## config.mk

```make
export PLATFORM = sky130hd
export DESIGN_NAME = qeciphy_rx_word_aligner
export DESIGN_NICKNAME = d
export VERILOG_FILES = /design/src/rtl/qeciphy_rx_word_aligner.sv
export SDC_FILE = /design/constraint.sdc
export NUM_CORES = 1
export LEC_CHECK = 0
export CORE_ASPECT_RATIO = 0.6
export CORE_MARGIN = 4
export CORE_UTILIZATION = 35
export CTS_CLUSTER_SIZE = 8
export DETAILED_ROUTE_END_ITERATION = 8
export GPL_ROUTABILITY_DRIVEN = 0
export PLACE_DENSITY = 0.66
export SYNTH_ARGS = -nofsm -noshare
export SYNTH_HDL_FRONTEND = slang
export SYNTH_SLANG_ARGS = --single-unit
export TNS_END_PERCENT = 1
```

## constraint.sdc

```tcl
create_clock -name clk -period 5.63 [get_ports clk]
set_clock_uncertainty 0.15 [all_clocks]
set_input_delay 0.8445 -clock clk [delete_from_list [all_inputs] [get_ports clk]]
set_output_delay 0.8445 -clock clk [all_outputs]
set_load 0.03 [all_outputs]
```

## src/rtl/qeciphy_rx_word_aligner.sv

```systemverilog
// qeciphy_rx_word_aligner: slides the GTY RX until K28.5 sits in byte lane 0.
// Define QECIPHY_RX_ALIGN_STATS_EN to add lock-loss and code-error counters.
module qeciphy_rx_word_aligner #(
    parameter logic [7:0] COMMA_CHAR    = 8'hBC,
    parameter int         SEARCH_WINDOW = 64,
    parameter int         SLIDE_WAIT    = 32,
    parameter int         LOCK_COUNT    = 4,
    parameter int         ERR_LIMIT     = 8
) (
    input  logic        clk,
    input  logic        rst_n,
    input  logic [31:0] rx_data_i,
    input  logic [3:0]  rx_charisk_i,
    input  logic [3:0]  rx_disperr_i,
    input  logic [3:0]  rx_notintable_i,
    output logic        rx_slide_o,
    output logic        aligned_o,
    output logic [31:0] rx_data_o,
    output logic [3:0]  rx_charisk_o,
    output logic        rx_valid_o,
    output logic [7:0]  slide_count_o
`ifdef QECIPHY_RX_ALIGN_STATS_EN
    ,
    output logic [15:0] lock_loss_count_o,
    output logic [15:0] code_err_count_o
`endif
);

    localparam int WIN_W  = $clog2(SEARCH_WINDOW + 1);
    localparam int WAIT_W = $clog2(SLIDE_WAIT + 1);
    localparam int GOOD_W = $clog2(LOCK_COUNT + 1);
    localparam int ERR_W  = $clog2(ERR_LIMIT + 1);

    typedef enum logic [2:0] {
        S_HUNT,
        S_SLIDE,
        S_WAIT,
        S_CHECK,
        S_LOCKED
    } state_t;

    state_t state_q, state_d;

    logic [WIN_W-1:0]  window_q, window_d;
    logic [WAIT_W-1:0] wait_q, wait_d;
    logic [GOOD_W-1:0] good_q, good_d;
    logic [ERR_W-1:0]  err_q, err_d;
    logic [7:0]        slide_cnt_q;
    logic [31:0]       data_q;
    logic [3:0]        charisk_q;

    logic comma0;
    logic comma_x;
    logic code_err;

    always_comb begin
        comma0  = rx_charisk_i[0] && (rx_data_i[7:0] == COMMA_CHAR);
        comma_x = 1'b0;
        for (int b = 1; b < 4; b++) begin
            if (rx_charisk_i[b] && (rx_data_i[8*b +: 8] == COMMA_CHAR)) begin
                comma_x = 1'b1;
            end
        end
        code_err = |(rx_disperr_i | rx_notintable_i);
    end

    always_comb begin
        state_d  = state_q;
        window_d = window_q;
        wait_d   = wait_q;
        good_d   = good_q;
        err_d    = err_q;
        unique case (state_q)
            S_HUNT: begin
                if (comma_x) begin
                    state_d  = S_SLIDE;
                    window_d = '0;
                end else if (comma0 && !code_err) begin
                    state_d  = (LOCK_COUNT == 1) ? S_LOCKED : S_CHECK;
                    good_d   = GOOD_W'(1);
                    err_d    = '0;
                    window_d = '0;
                end else if (window_q == WIN_W'(SEARCH_WINDOW - 1)) begin
                    state_d  = S_SLIDE;
                    window_d = '0;
                end else begin
                    window_d = window_q + 1'b1;
                end
            end
            S_SLIDE: begin
                state_d = S_WAIT;
                wait_d  = '0;
            end
            S_WAIT: begin
                if (wait_q == WAIT_W'(SLIDE_WAIT - 1)) begin
                    state_d  = S_HUNT;
                    window_d = '0;
                end else begin
                    wait_d = wait_q + 1'b1;
                end
            end
            S_CHECK: begin
                if (comma_x || code_err) begin
                    state_d  = S_SLIDE;
                    good_d   = '0;
                    window_d = '0;
                end else if (comma0) begin
                    window_d = '0;
                    if (good_q == GOOD_W'(LOCK_COUNT - 1)) begin
                        state_d = S_LOCKED;
                        good_d  = '0;
                        err_d   = '0;
                    end else begin
                        good_d = good_q + 1'b1;
                    end
                end else if (window_q == WIN_W'(SEARCH_WINDOW - 1)) begin
                    // Comma stream vanished before lock was confirmed.
                    state_d  = S_HUNT;
                    good_d   = '0;
                    window_d = '0;
                end else begin
                    window_d = window_q + 1'b1;
                end
            end
            S_LOCKED: begin
                if (comma_x || code_err) begin
                    if (err_q == ERR_W'(ERR_LIMIT - 1)) begin
                        state_d  = S_HUNT;
                        err_d    = '0;
                        window_d = '0;
                    end else begin
                        err_d = err_q + 1'b1;
                    end
                end else begin
                    err_d = '0;
                end
            end
            default: begin
                state_d = S_HUNT;
            end
        endcase
    end

    always_ff @(posedge clk) begin
        if (!rst_n) begin
            state_q     <= S_HUNT;
            window_q    <= '0;
            wait_q      <= '0;
            good_q      <= '0;
            err_q       <= '0;
            slide_cnt_q <= '0;
            data_q      <= '0;
            charisk_q   <= '0;
        end else begin
            state_q   <= state_d;
            window_q  <= window_d;
            wait_q    <= wait_d;
            good_q    <= good_d;
            err_q     <= err_d;
            data_q    <= rx_data_i;
            charisk_q <= rx_charisk_i;
            if (state_q == S_SLIDE && slide_cnt_q != 8'hFF) begin
                slide_cnt_q <= slide_cnt_q + 8'd1;
            end
        end
    end

    assign rx_slide_o    = (state_q == S_SLIDE);
    assign aligned_o     = (state_q == S_LOCKED);
    assign rx_valid_o    = aligned_o;
    assign rx_data_o     = data_q;
    assign rx_charisk_o  = charisk_q;
    assign slide_count_o = slide_cnt_q;

`ifdef QECIPHY_RX_ALIGN_STATS_EN
    logic [15:0] loss_q;
    logic [15:0] cerr_q;
    logic        loss_evt;

    assign loss_evt = (state_q == S_LOCKED) && (state_d == S_HUNT);

    always_ff @(posedge clk) begin
        if (!rst_n) begin
            loss_q <= '0;
            cerr_q <= '0;
        end else begin
            if (loss_evt && loss_q != 16'hFFFF) begin
                loss_q <= loss_q + 16'd1;
            end
            if (code_err && aligned_o && cerr_q != 16'hFFFF) begin
                cerr_q <= cerr_q + 16'd1;
            end
        end
    end

    assign lock_loss_count_o = loss_q;
    assign code_err_count_o  = cerr_q;
`endif

endmodule
```

==> flow_results.org <==
** Drt
- Summing over every cut layer, the via total after detailed routing is around 2,400.
- Drt via density :: 4.86
- Before antenna repair, the detailed router went through 4 iterations.
- For this run, design rule violations remaining after detail routing come to 0.
- Count of routing violations after the opening detailed-route iteration :: 148
- After detailed routing, the average wire length per cell comes to between 10 and 15 um.
- In this run the remaining antenna-violating nets after routing total 0.
- For this block, the routed nets add up to approximately 7000 um of wire.

** STA
- Worst-case headroom to the max-slew limit :: 0.535
- Final slew viol count :: 0
- The final-report hold violation count was 0.
- For the final routed database, the setup TNS stands at 0 ns.
- Setup repair after global routing left no endpoint under its margin.
- Timing would allow up to around 320 MHz.
- After layout, the minimum clock period comes to between 3 and 4 ns.
- Setup violations remaining at the end of the flow were counted as 0.
- At the pin with the least slew margin, the transition time is about 0.69 ns.
- Dividing the final minimum period by the clock period gives 0.555.

** Min path
- The min-delay analysis places its worst path in the category register to register.

** Job
- Maximum capacitance violations :: 0

** CTS
- The number of hold buffers added after CTS was 0.
- Clock tree synthesis found a total of 67 sinks.
- The cell sitting at the root of the clock tree is a clkbuf_16.
- For the worst-skew pair, the clock arrives at the later sink with an insertion delay of 0.33 ns.
- Once the clock tree was built, the setup fixing pass inserted 0 buffers.
- Post-CTS repair changed the size of 0 cells.
- Clock tree from TritonCTS :: built
- Clock-pin slew was measured on the worst setup and hold paths at 0.05 ns.
- The H-tree was split into 3 levels.
- CTS Buf Count :: 9
- The clock passes through at most 2 buffers.

** Global route
- Pin count of the biggest net entering global routing :: 51
- Wire length of the first global-routing pass :: 11,700 um
- The number of antenna violations at the first check in global routing is 0.
- Global routing finished with a remaining overflow of 0.
- Across every metal layer, demand over resource in global routing totals 0.161.
- The via count of the first global-routing pass came to 2,271.

** Critical path
- Data on the critical path is required at its endpoint by about 4.6 ns.
- Maximum fanout encountered on the critical timing path :: 6
- Data arrives at the worst endpoint at 2.13 ns.
- The critical path is of the register to primary output type.
- Startpoint of the most critical register-to-register path :: wait_q[0]$_SDFFE_PN0P_
- Worst reg2reg path depth :: 7
- The worst register-to-register path ends at window_q[5]$_SDFFE_PN0P_.
- Setup slack of the most critical reg-to-reg path :: approximately 3.1 ns
- The worst setup path is launched from a register.
- The critical path ends at rx_slide_o.
- Capturing element type of the critical path :: primary output
- Critical Path Start :: state_q[0]$_SDFFE_PN0P_

** Floorplan
- During I/O placement, the number of pins put on the boundary was 93.
- Initial Utilization :: 0.367
- Horizontal die dimension :: 122 um
- The die is 76.3 um tall.
- Floorplan core area :: 7420 um2
- Die Area :: 9300 um2
- The floorplan has 24 rows.

** Layout
- The final layout contains 439 nets.
- Inserted Diodes :: 0
- Syn-to-layout area delta :: 48.2%
- Of the cells placed in the final design, the portion with a size suffix greater than 1 is 0.0611.
- Counting the fill cells in the layout gives 691.

** Power and ir drop
- The share of total power dissipated in sequential elements is 0.375.
- Clock share of power :: 0.407
- Of the total power, combinational logic draws 0.218.
- Net switching power figure :: 0.000402 W
- Summing internal, switching and leakage power gives 0.00143 W.
- In this run the power density over the cells is 355 nW/um2.
- Total internal power :: 0.00103 W
- Worst IR Drop VDD :: 0.000221 V
- For this design the static power due to leakage is 1.55 nW.
- Of the total power, the share spent switching nets is 0.281.

** Placed design
- Input and output buffers added on the ports amount to between 90 and 100.
- Final HPWL DP :: around 5300 um

** Yosys
- Count of synthesis-stage warnings from yosys :: 0
- Of all cell types, the one taking the most synthesized area is dfxtp_1.
- Area of the mapped netlist :: between 2000 and 3000 um2
- A synthesized cell averages a little over 9 um2.
- Number of cells produced by synthesis :: 295
- In the post-synthesis netlist, the biggest area contributors are dfxtp_1 (49%), and2_1 (8.7%), nand2_1 (3.4%).
- The commonest cells after synthesis are dfxtp_1 (67), and2_1 (38), nand2_1 (25), nor2_1 (23), a21oi_1 (15).
- Main synth FF type :: dfxtp_1
- After synthesis the netlist holds a flip-flop and latch count of 67.
- Register area share after synthesis :: 0.493
- The number of nets handed over by synthesis was 346.
- Proportion of netlist area held by the largest area contributor :: 0.493
- The synthesized design contains 0 enable-type register cells.
- Yosys mapped the design onto 47 distinct sky130hd cell types.
- By instance count, the leading cell after synthesis is dfxtp_1.
- Proportion of synthesized flip-flops having asynchronous set or reset :: 0

** Status
- The run finished with clean final reports.
==> routing by layer <==
layer  part of all wire  vias up  track usage
met5                  0        -            0
met4              0.012        0       0.0503
met3              0.079       10       0.0720
met2               0.41       80        0.220
met1               0.50     1095        0.224
li1                   -     1229            -
==> registers in the layout, summed over array words and instances (netlist names) <==
signal	cells
wait_q	6
good_q	3
window_q	7
err_q	4
slide_count_o	8
rx_data_o	32
state_q	3
rx_charisk_o	4
==> cell type report <==
type                    instances  area [um2]  share of cell area
repair buffers                 94         936               0.232
inverters                       5        18.8             0.00465
clock buffers                  10         229              0.0568
well taps                     104         130              0.0323
flip-flops and latches         67        1340               0.333
clock inverters                 6        80.1              0.0199
multi-input cells             211        1300               0.322
==> power by group through the flow <==
stage	Combinational, W	Sequential (W)	Clock [W]
after floorplan	0.000174	0.000572	0
after global placement	0.000305	0.000544	0
after detailed placement	0.000310	0.000545	0
after CTS	0.000312	0.000536	0.000599
after global routing	0.000341	0.000540	0.000626
final	0.000312	0.000536	0.000582
==> stage by stage <==
stage,util,setup slack (ns),hold slack (ns),std cells,cell area (um2)
2_1_floorplan,-,2.82,0.265,295,2720
3_3_place_gp,0.502,2.28,0.286,481,3720
3_5_place_dp,0.502,2.22,0.292,481,3720
4_1_cts,0.544,2.50,0.299,497,4030
5_1_grt,0.544,2.40,0.325,497,4030
6_report,0.544,2.51,0.297,497,4030
==> worst min path at each step <==
stage | end | from | slack [ns] | cells after the start
after global routing | window_q[6]$_SDFFE_PN0P_ | window_q[6]$_SDFFE_PN0P_ | 0.33 | 1
final | good_q[2]$_SDFFE_PN0P_ | good_q[2]$_SDFFE_PN0P_ | 0.30 | 2
after CTS | good_q[2]$_SDFFE_PN0P_ | good_q[2]$_SDFFE_PN0P_ | 0.30 | 2
after global placement | good_q[2]$_SDFFE_PN0P_ | good_q[2]$_SDFFE_PN0P_ | 0.29 | 2
after detailed placement | good_q[2]$_SDFFE_PN0P_ | good_q[2]$_SDFFE_PN0P_ | 0.29 | 2
after floorplan | good_q[2]$_SDFFE_PN0P_ | good_q[2]$_SDFFE_PN0P_ | 0.27 | 2
==> cell families (layout without fill, tap and decap cells) <==
family / count (synthesis) / in the layout / share of synthesized area
and+or+nand+nor: 148 / 148 / 0.308
DFF: 67 / 67 / 0.493
AOI/OAI and AO/OA: 45 / 45 / 0.103
buffers and inverters: 17 / 115 / 0.0303
xor gates and xnor gates: 11 / 11 / 0.0354
adders and majority gates: 5 / 5 / 0.0230
muxes: 2 / 2 / 0.00735
==> cells in the final DEF (no fill, tap or decap), drive strengths merged, types with 6 or more instances in the layout <==
cell type and n:
a21oi 15, and2 38, clkbuf 10, clkdlybuf4s50 92
dfxtp 67, nand2 25, nand3 10, nand4 9
nor2 23, nor3 6, o21ai 9, or3 7
xor2 7
==> critical path, stage by stage (launching register included) <==
cell and delay (ns):
dfxtp_1 0.42, inv_1 0.13, or3_1 0.44, inv_1 0.12
clkdlybuf4s50_1 0.68
Note: power is estimated with default switching activity, not from simulation.
